`config.mk`:
```
export PLATFORM = sky130hd
export DESIGN_NAME = pc_fetch_sequencer_flat
export DESIGN_NICKNAME = d
export VERILOG_FILES = /design/src/rtl/pc_fetch_sequencer_pkg.sv /design/src/rtl/pc_fetch_sequencer_if.sv /design/src/rtl/pc_fetch_sequencer_perf.sv /design/src/rtl/pc_fetch_sequencer.sv /design/src/flat_wrapper.sv
export SDC_FILE = /design/constraint.sdc
export NUM_CORES = 1
export LEC_CHECK = 0
export BUFFER_PORTS_ARGS = -buffer_cell sky130_fd_sc_hd__buf_2
export CAP_MARGIN = 10
export CORE_MARGIN = 3
export CORE_UTILIZATION = 53
export CTS_BUF_LIST = sky130_fd_sc_hd__clkbuf_16
export DETAILED_ROUTE_END_ITERATION = 10
export GPL_ROUTABILITY_DRIVEN = 0
export HOLD_SLACK_MARGIN = 0.15
export PLACE_DENSITY = 0.83
export SKIP_LAST_GASP = 1
export SLEW_MARGIN = 20
export SYNTH_ARGS = -nofsm -noshare
export SYNTH_HDL_FRONTEND = slang
export SYNTH_SLANG_ARGS = --single-unit
```
`constraint.sdc`:
```
create_clock -name clk -period 2.39 [get_ports clk]
set_clock_uncertainty 0.05 [all_clocks]
set_input_delay 0.3585 -clock clk [delete_from_list [all_inputs] [get_ports clk]]
set_output_delay 0.3585 -clock clk [all_outputs]
set_load 0.02 [all_outputs]
```
`src/rtl/pc_fetch_sequencer_pkg.sv`:
```
// kgp_pkg: shared KGP_RISC fetch types, widths and reset defaults.
package kgp_pkg;
  localparam int XLEN = 32;
  localparam logic [XLEN-1:0] DEFAULT_RESET_PC = '0;
  typedef enum logic [2:0] {
    IDLE  = 3'd0,
    REQ   = 3'd1,
    VALID = 3'd2,
    DRAIN = 3'd3,
    HALT  = 3'd4
  } state_t;
endpackage

```
`src/rtl/pc_fetch_sequencer_if.sv`:
```
// pc_fetch_sequencer_if: imem req/ack, downstream valid/ready and branch redirect bundle.
interface pc_fetch_sequencer_if;
  import kgp_pkg::*;
  logic imem_req;
  logic [XLEN-1:0] imem_addr;
  logic imem_ack;
  logic [XLEN-1:0] imem_rdata;
  logic instr_valid;
  logic instr_ready;
  logic [XLEN-1:0] instr;
  logic [XLEN-1:0] pc_out;
  logic br_valid;
  logic PCSrc;
  logic [XLEN-1:0] exNPC;
  logic halt;
  modport master (
    output imem_req, imem_addr, instr_valid, instr, pc_out,
    input  imem_ack, imem_rdata, instr_ready, br_valid, PCSrc, exNPC, halt
  );
  modport slave (
    input  imem_req, imem_addr, instr_valid, instr, pc_out,
    output imem_ack, imem_rdata, instr_ready, br_valid, PCSrc, exNPC, halt
  );
endinterface

```
`src/rtl/pc_fetch_sequencer_perf.sv`:
```
// pcseq_perf_counters: free-running accepted-fetch and redirect counters, wrap silently.
module pcseq_perf_counters import kgp_pkg::*; (
  input  logic clk,
  input  logic rst_n,
  input  logic fetchInc,
  input  logic redirectInc,
  output logic [XLEN-1:0] fetch_cnt,
  output logic [XLEN-1:0] redirect_cnt
);
  always_ff @(posedge clk or negedge rst_n) begin
    if (!rst_n) begin
      fetch_cnt <= '0;
      redirect_cnt <= '0;
    end else begin
      fetch_cnt <= fetch_cnt + XLEN'(fetchInc);
      redirect_cnt <= redirect_cnt + XLEN'(redirectInc);
    end
  end
endmodule

```
`src/rtl/pc_fetch_sequencer.sv`:
```
// pc_fetch_sequencer: owns the PC, fetches from imem and steers on branch redirects.
// Optional PCSEQ_PERF_CNT_EN adds fetch_cnt/redirect_cnt outputs.
module pc_fetch_sequencer import kgp_pkg::*; #(
  parameter logic [XLEN-1:0] RESET_PC = DEFAULT_RESET_PC,
  parameter logic [XLEN-1:0] PC_STEP = 1
) (
  input logic clk,
  input logic rst_n,
  pc_fetch_sequencer_if.master bus
`ifdef PCSEQ_PERF_CNT_EN
  ,
  output logic [XLEN-1:0] fetch_cnt,
  output logic [XLEN-1:0] redirect_cnt
`endif
);
  state_t state, stateNext;
  logic [XLEN-1:0] fetchPc, fetchPcNext, tgt, tgtNext, instrQ, instrNext, pcOutQ, pcOutNext;
  logic redirect;
  assign redirect = bus.br_valid & bus.PCSrc;
  always_ff @(posedge clk or negedge rst_n) begin
    if (!rst_n) state <= IDLE;
    else state <= stateNext;
  end
  always_ff @(posedge clk or negedge rst_n) begin
    if (!rst_n) begin
      fetchPc <= RESET_PC;
      tgt <= RESET_PC;
      instrQ <= '0;
      pcOutQ <= '0;
    end else begin
      fetchPc <= fetchPcNext;
      tgt <= tgtNext;
      instrQ <= instrNext;
      pcOutQ <= pcOutNext;
    end
  end
  // DRAIN keeps the original request on the bus; the pending target lives in tgt.
  always_comb begin
    stateNext = state;
    fetchPcNext = fetchPc;
    tgtNext = tgt;
    instrNext = instrQ;
    pcOutNext = pcOutQ;
    case (state)
      IDLE: stateNext = REQ;
      REQ: begin
        if (bus.imem_ack && !redirect) begin
          instrNext = bus.imem_rdata;
          pcOutNext = fetchPc;
          fetchPcNext = fetchPc + PC_STEP;
          stateNext = VALID;
        end else if (bus.imem_ack) begin
          fetchPcNext = bus.exNPC;
        end else if (redirect) begin
          tgtNext = bus.exNPC;
          stateNext = DRAIN;
        end
      end
      DRAIN: begin
        tgtNext = redirect ? bus.exNPC : tgt;
        if (bus.imem_ack) begin
          fetchPcNext = redirect ? bus.exNPC : tgt;
          stateNext = REQ;
        end
      end
      VALID: begin
        if (redirect) begin
          fetchPcNext = bus.exNPC;
          stateNext = REQ;
        end else if (bus.instr_ready) begin
          stateNext = bus.halt ? HALT : REQ;
        end
      end
      default: stateNext = state;
    endcase
  end
  assign bus.imem_req = (state == REQ) || (state == DRAIN);
  assign bus.imem_addr = fetchPc;
  assign bus.instr_valid = state == VALID;
  assign bus.instr = instrQ;
  assign bus.pc_out = pcOutQ;
`ifdef PCSEQ_PERF_CNT_EN
  pcseq_perf_counters u_perf (
    .clk(clk),
    .rst_n(rst_n),
    .fetchInc(bus.instr_valid & bus.instr_ready & !redirect),
    .redirectInc(redirect & ((state == REQ) || (state == DRAIN) || (state == VALID))),
    .fetch_cnt(fetch_cnt),
    .redirect_cnt(redirect_cnt)
  );
`endif
endmodule

```
`src/flat_wrapper.sv`:
```
// flat-port wrapper written by rule: the top's interface ports become plain ports
module pc_fetch_sequencer_flat import kgp_pkg::*;
#(
  parameter logic [XLEN-1:0] RESET_PC = DEFAULT_RESET_PC,
  parameter logic [XLEN-1:0] PC_STEP = 1
)
  (clk, rst_n, bus_imem_req, bus_imem_addr, bus_instr_valid, bus_instr, bus_pc_out, bus_imem_ack, bus_imem_rdata, bus_instr_ready, bus_br_valid, bus_PCSrc, bus_exNPC, bus_halt);
  pc_fetch_sequencer_if bus_i ();
  input logic clk;
  input logic rst_n;
  output wire logic [$bits(bus_i.imem_req)-1:0] bus_imem_req;
  output wire logic [$bits(bus_i.imem_addr)-1:0] bus_imem_addr;
  output wire logic [$bits(bus_i.instr_valid)-1:0] bus_instr_valid;
  output wire logic [$bits(bus_i.instr)-1:0] bus_instr;
  output wire logic [$bits(bus_i.pc_out)-1:0] bus_pc_out;
  input wire logic [$bits(bus_i.imem_ack)-1:0] bus_imem_ack;
  input wire logic [$bits(bus_i.imem_rdata)-1:0] bus_imem_rdata;
  input wire logic [$bits(bus_i.instr_ready)-1:0] bus_instr_ready;
  input wire logic [$bits(bus_i.br_valid)-1:0] bus_br_valid;
  input wire logic [$bits(bus_i.PCSrc)-1:0] bus_PCSrc;
  input wire logic [$bits(bus_i.exNPC)-1:0] bus_exNPC;
  input wire logic [$bits(bus_i.halt)-1:0] bus_halt;
  assign bus_imem_req = bus_i.imem_req;
  assign bus_imem_addr = bus_i.imem_addr;
  assign bus_instr_valid = bus_i.instr_valid;
  assign bus_instr = bus_i.instr;
  assign bus_pc_out = bus_i.pc_out;
  assign bus_i.imem_ack = bus_imem_ack;
  assign bus_i.imem_rdata = bus_imem_rdata;
  assign bus_i.instr_ready = bus_instr_ready;
  assign bus_i.br_valid = bus_br_valid;
  assign bus_i.PCSrc = bus_PCSrc;
  assign bus_i.exNPC = bus_exNPC;
  assign bus_i.halt = bus_halt;
  pc_fetch_sequencer #(.RESET_PC(RESET_PC), .PC_STEP(PC_STEP)) u_core (.clk(clk), .rst_n(rst_n), .bus(bus_i));
endmodule
```
==> out/qor.yml, run 1 <==
status: "completed"
remaining_drc_errors: 0
netlist_instances: 725
ys_seq_elements: 131
cts_tree: "built"
wl_mm: 20.4
setup_violations: 0
gr-total-overflow: 0
grt_pass1_vias: 6163
cts-resized-gates: 0
antennaDiodeCount: 0
drive_gt1_share_pct: 29.2
grt_max_degree: 71
nets: 1019
synth_top_family_by_area: "simple AND/OR/NAND/NOR gates"
synth_fa_ha_area_share_pct: 0.190
fmax_mhz: 473
yosysTopAreaCell: "dfrtp_1"
crit_type: "flop to flop"
final.setup.tns_ns: 0
grt_pass1_wl_mm: 32.8
cts_sinks: 131
start_util_pct: 54.5
viasPerCell: 5.83
num_rows: 40
vias: 6575
yosysWarningCount: 0
fin_crit_sh_pct: 88.5
htree_levels: 4
die_height_um: 118
relSlewSlack_pct: 52.6
numPortBuffers: 168
synth-simple-area-share_pct: 22.8
cts_made_buffers: 17
critical_path_required_ns: 2.64
die_w_um: 118
worstRegToRegCells: 6
clk_pin_slew_ns: 0.05
irDropWorstVdd_mv: 0.826
finalCriticalPeriod_ns: 2.11
synth_flop_cell: "dfrtp_1"
ioPinCount: 169
crit_arrival_ns: 2.36
cts_buffer_depth: 2
post-route-util_pct: 72.1
insertion_delay_ns: 0.42
hold_viol: 0
place_ws_ns: 0.353
firstDrtPassIters: 5
antenna_found_initial: 0
wl_per_cell_um: 18.1
drv_slew: 0
multi_input_area_um2: 3100
cp-start-kind: "flop"
grt_use_total_pct: 29.8
seq_area_um2: 3280
hpwl_mm: 13.3
synth_seq_area_share_pct: 49.7
async_flop_share_pct: 100
rsz0062_at_grt: "false"
synthTopCellsByArea: "dfrtp_1 50%, nand2_1 12%, mux2_2 5.6%"
hold_path_class: "input pin to flop"
synth_compound_area_share_pct: 15.8
layout_setup_ws_ns: 0.275
dieArea_um2: 13800
synth_edf_count: 0
synth_cell_types: 61
yosysTopAreaCellShare_pct: 49.7
worstMarginPinSlew_ns: 0.712
synth_area_um2: 6600
powerDensity_nw_per_um2: 1340
critPathCaptureType: "flop"
drtAntennaViolNets: 0
cap_viol_max_count: 0
n_fill_cell: 890
syn_nets: 797
clockRootBuffer: "clkbuf_16"
leakage_nw: 4.29
synth_xor_area_share_pct: 0.133
drt_iter0_markers: 785
synth_area_per_cell_um2: 9.10
cp_max_fo: 7
hold_depth: 2
core_um2: 12100
synth_mux_area_share_pct: 7.79
layout-area-overhead-vs-synth_pct: 32.4
==> cells in the final DEF (no fill, tap or decap), drive strengths merged, types with 2 or more instances in the layout <==
| cell type | instances |
|---|---|
| o22ai | 5 |
| nor3 | 12 |
| a31oi | 13 |
| nand2b | 6 |
| and4 | 6 |
| nand4b | 2 |
| a2bb2oi | 3 |
| clkbuf | 17 |
| a221oi | 7 |
| inv | 13 |
| nor2b | 4 |
| a22oi | 2 |
| a211oi | 3 |
| nand2 | 216 |
| buf | 203 |
| o211ai | 3 |
| nor4 | 8 |
| a21bo | 2 |
| nor2 | 31 |
| o21ai | 49 |
| o31a | 5 |
| a21oi | 35 |
| o32a | 3 |
| a21o | 4 |
| o2bb2ai | 8 |
| clkinv | 7 |
| nand3 | 22 |
| mux2 | 35 |
| a311oi | 2 |
| and3 | 9 |
| nand4 | 10 |
| dlygate4sd3 | 48 |
| dfrtp | 131 |
| a21boi | 2 |
| o221ai | 5 |
| o31ai | 3 |
| mux2i | 12 |
==> final timing paths <==
path	startpoint	to	slack, ns
setup / recovery	u_core.bus.imem_addr[1]$_DFFE_PN0P_	u_core.bus.imem_addr[30]$_DFFE_PN0P_	0.28
max in group asynchronous	rst_n	u_core.tgt[3]$_DFFE_PN0P_	1.22
setup reg to reg	u_core.bus.imem_addr[1]$_DFFE_PN0P_	u_core.bus.imem_addr[30]$_DFFE_PN0P_	0.28
min in group asynchronous	rst_n	u_core.bus.instr[6]$_DFFE_PN0P_	0.39
hold / removal	bus_exNPC[9]	u_core.tgt[9]$_DFFE_PN0P_	0.16
hold reg to reg	u_core.bus.pc_out[31]$_DFFE_PN0P_	u_core.bus.pc_out[31]$_DFFE_PN0P_	0.42
==> cell type report <==
| cell class | count | area share (%) |
|---|---|---|
| clock inverters | 14 | 0.974 |
| well taps | 168 | 2.41 |
| multi-input cells | 539 | 35.5 |
| inverters | 7 | 0.301 |
| flip-flops and latches | 131 | 37.5 |
| clock buffers | 17 | 4.87 |
| repair buffers | 251 | 18.4 |
==> cell families (layout without fill, tap and decap cells) <==
group | after synthesis | in the layout
AO/OA/AOI/OAI | 159 | 159
XOR/XNOR | 1 | 1
adder cells (fa/ha/maj) | 1 | 1
buffers and inverters | 55 | 289
flip-flops | 131 | 131
multiplexers | 47 | 47
AND/OR/NAND/NOR | 331 | 331
==> worst max-delay path, stage by stage, from the launching register on <==
cell and delay (ns):
dfrtp_1 0.45, ha_1 0.28, nand4_2 0.18, or2_1 0.43
nor4_2 0.29, mux2i_1 0.23, nand3_1 0.08
==> sequential cells by signal, summed over array words and instances, names as in the netlist <==
| register | flops |
|---|---|
| u_core.tgt | 32 |
| u_core.bus.instr | 32 |
| u_core.bus.imem_addr | 32 |
| u_core.bus.pc_out | 32 |
| u_core.state | 3 |
==> through the flow <==
stage / instance area, µm² / instances / power (mW) / hold slack [ns]
after floorplan: 6600 / 725 / 7.37 / 0.0129
after global placement: 7750 / 1048 / 9.07 / 0.308
after detailed placement: 7750 / 1048 / 9.20 / 0.301
after CTS: 8740 / 1127 / 11.6 / 0.152
after global routing: 8740 / 1127 / 12.4 / 0.169
final: 8740 / 1127 / 11.7 / 0.165
==> Yosys cell counts, types with 4 or more instances <==
cell,number
inv_1,6
nor3_2,4
clkbuf_1,24
o2bb2ai_1,8
nor3_1,8
nor4_1,4
a31oi_1,13
nand2b_1,6
and3_1,9
a21oi_1,34
mux2_2,33
dfrtp_1,131
and4_1,6
buf_2,21
a221oi_1,6
nor2_1,30
nand2_1,216
o22ai_1,5
o221ai_1,5
mux2i_1,12
nor2b_1,4
a21o_1,4
nand3_1,21
o21ai_0,32
o21ai_1,17
nand4_1,9
o31a_1,5
==> what timing repair did <==
item | CTS | global route
hold buffers | 48 | 0
endpoints found under the setup margin | 0 | 0
endpoints found under the hold margin | 80 | 0
buffers inserted | 0 | 0
==> where the power goes <==
part / internal, mW / switching (mW)
clock: 1.38 / 0.905
sequential: 3.28 / 0.952
combinational: 1.96 / 3.20
total: 6.62 / 5.06
==> per-layer routing <==
layer / wire (µm) / global-route usage [%]
met1: 8460 / 40.2
met2: 9430 / 45.8
met3: 1900 / 8.12
met4: 601 / 12.2
met5: 0 / 0
(Power assumes the default switching activity.)
==> run 2: changes to the inputs <==
--- a/config.mk
+++ b/config.mk
@@ -7,6 +7,7 @@
 export LEC_CHECK = 0
 export BUFFER_PORTS_ARGS = -buffer_cell sky130_fd_sc_hd__buf_2
 export CAP_MARGIN = 10
+export CORE_ASPECT_RATIO = 1.5
 export CORE_MARGIN = 3
 export CORE_UTILIZATION = 53
 export CTS_BUF_LIST = sky130_fd_sc_hd__clkbuf_16
@@ -15,7 +16,7 @@
 export HOLD_SLACK_MARGIN = 0.15
 export PLACE_DENSITY = 0.83
 export SKIP_LAST_GASP = 1
-export SLEW_MARGIN = 20
+export SLEW_MARGIN = 15
 export SYNTH_ARGS = -nofsm -noshare
 export SYNTH_HDL_FRONTEND = slang
 export SYNTH_SLANG_ARGS = --single-unit
==> run 2 against run 1 <==
  * Cell area down 0.34%
  * Via count down 2.0%
  * Sequential cell count unchanged
  * Cell count down 2.5%
  * Register-to-register slack worse by 0.02 ns
  * First-iteration DRC count down 25%
  * Combinational power down 1%
  * Worst setup slack worse by 0.020 ns
  * Wire length down 1.8%
  * Sequential power about the same
  * Critical path type unchanged
  * Largest power group unchanged
  * Highest routed layer unchanged
==> out/qor.yml, run 2 (synthesis gave the netlist of run 1 again) <==
cp_max_fo: 7
htree_levels: 4
nets: 1005
timing.rr.start: "u_core.bus.imem_addr[1]$_DFFE_PN0P_"
numPortBuffers: 168
grt_use_total_pct: 29.1
clk_pin_slew_ns: 0.06
cts_buffer_depth: 2
clockRootBuffer: "clkbuf_16"
hold_viol: 0
placed_cells: 1025
drv_slew: 0
hold_path_class: "input pin to flop"
vias: 6442
gr-total-overflow: 0
ioPinCount: 169
wl_mm: 20.0
cts_tree: "built"
worstHoldStart: "bus_exNPC[29]"
drive_gt1_share_pct: 29.5
fin_crit_sh_pct: 89.3
dieArea_um2: 13900
remaining_drc_errors: 0
cts_made_buffers: 17
leakage_nw: 4.24
post-cts-setup-buffers: 0
drtAntennaViolNets: 0
die_height_um: 143
grt_max_degree: 71
hpwl_mm: 13.4
critical_path_required_ns: 2.63
holdPathEnd: "u_core.tgt[29]$_DFFE_PN0P_"
cts-resized-gates: 0
grt_pass1_vias: 6287
cap_viol_max_count: 0
relSlewSlack_pct: 53.8
worstRegToRegCells: 6
insertion_delay_ns: 0.42
final.setup.tns_ns: 0
r2r_end: "u_core.bus.imem_addr[30]$_DFFE_PN0P_"
post-route-util_pct: 72.1
viasPerCell: 5.86
wl_per_cell_um: 18.2
rsz0062_at_grt: "false"
antenna_found_initial: 0
layout-area-overhead-vs-synth_pct: 31.9
core_um2: 12100
fin_cells: 1099
finalCriticalPeriod_ns: 2.13
worstMarginPinSlew_ns: 0.693
cp-start-kind: "flop"
r2r_setup_slack_ns: 0.26
cts_sinks: 131
critPathCaptureType: "flop"
crit_arrival_ns: 2.37
crit_type: "flop to flop"
irDropWorstVdd_mv: 0.923
placed_area_um2: 7680
num_rows: 49
drt_iter0_markers: 585
startpoint: "u_core.bus.imem_addr[1]$_DFFE_PN0P_"
status: "completed"
fin_hold_ws_ns: 0.154
mostFrequentLayoutCell: "nand2_1"
setup_violations: 0
die_w_um: 97.1
final_cell_mix: "216 x nand2_1, 167 x buf_2, 131 x dfrtp_1"
fmax_mhz: 469
grt_pass1_wl_mm: 32.2
start_util_pct: 54.6
powerDensity_nw_per_um2: 1380
final_area_um2: 8710
hold_depth: 2
antennaDiodeCount: 0
firstDrtPassIters: 8
run 2: layout make-up:
type                            count  area (µm²)
Inverter                            7        26.3
Tap cell                          153         191
Clock buffer                       17         425
Sequential cell                   131        3280
Timing Repair Buffer              237        1500
Multi-Input combinational cell    539        3100
Fill cell                         916        3370
Clock inverter                     15         181
run 2: repair_timing:
item	CTS	global route
hold buffers	42	0
endpoints found under the hold margin	73	0
setup endpoints to repair	0	0
run 2: how the worst max path moves through the flow:
stage / to / slack, ns / depth (start not counted)
2_1_floorplan: u_core.bus.imem_addr[30]$_DFFE_PN0P_ / 0.38 / 7
3_3_place_gp: u_core.bus.imem_addr[30]$_DFFE_PN0P_ / 0.39 / 8
3_5_place_dp: u_core.bus.imem_addr[30]$_DFFE_PN0P_ / 0.33 / 6
4_1_cts: u_core.bus.imem_addr[30]$_DFFE_PN0P_ / 0.29 / 6
5_1_grt: u_core.bus.imem_addr[28]$_DFFE_PN0P_ / 0.07 / 6
6_report: u_core.bus.imem_addr[30]$_DFFE_PN0P_ / 0.26 / 6
run 2: metal layers:
layer  global-route usage, %  part of all wire [%]  vias to the layer above
met1                    36.0                    38                     3015
met4                    15.5                   4.5                        0
li1                        -                     -                     2972
met2                    48.1                    49                      377
met3                    6.01                   8.2                       78
met5                       0                     0                        -
run 2: critical path, stage by stage, from the launching register on:
cell and delay (ns):
dfrtp_1 0.47, ha_1 0.29, nand4_2 0.18, or2_1 0.41, nor4_2 0.32, mux2i_1 0.22, nand3_1 0.08
run 2: power by group:
| part | internal, mW | switching, mW | total [mW] |
|---|---|---|---|
| Sequential | 3.28 | 0.954 | 4.23 |
| Combinational | 1.92 | 3.18 | 5.10 |
| Clock | 1.65 | 1.00 | 2.65 |
run 2: metrics by stage:
step	worst slack (ns)	power, mW
6_report	0.256	12.0
3_5_place_dp	0.327	9.19
2_1_floorplan	0.376	7.37
4_1_cts	0.289	12.0
5_1_grt	0.0732	12.7
3_3_place_gp	0.387	9.03
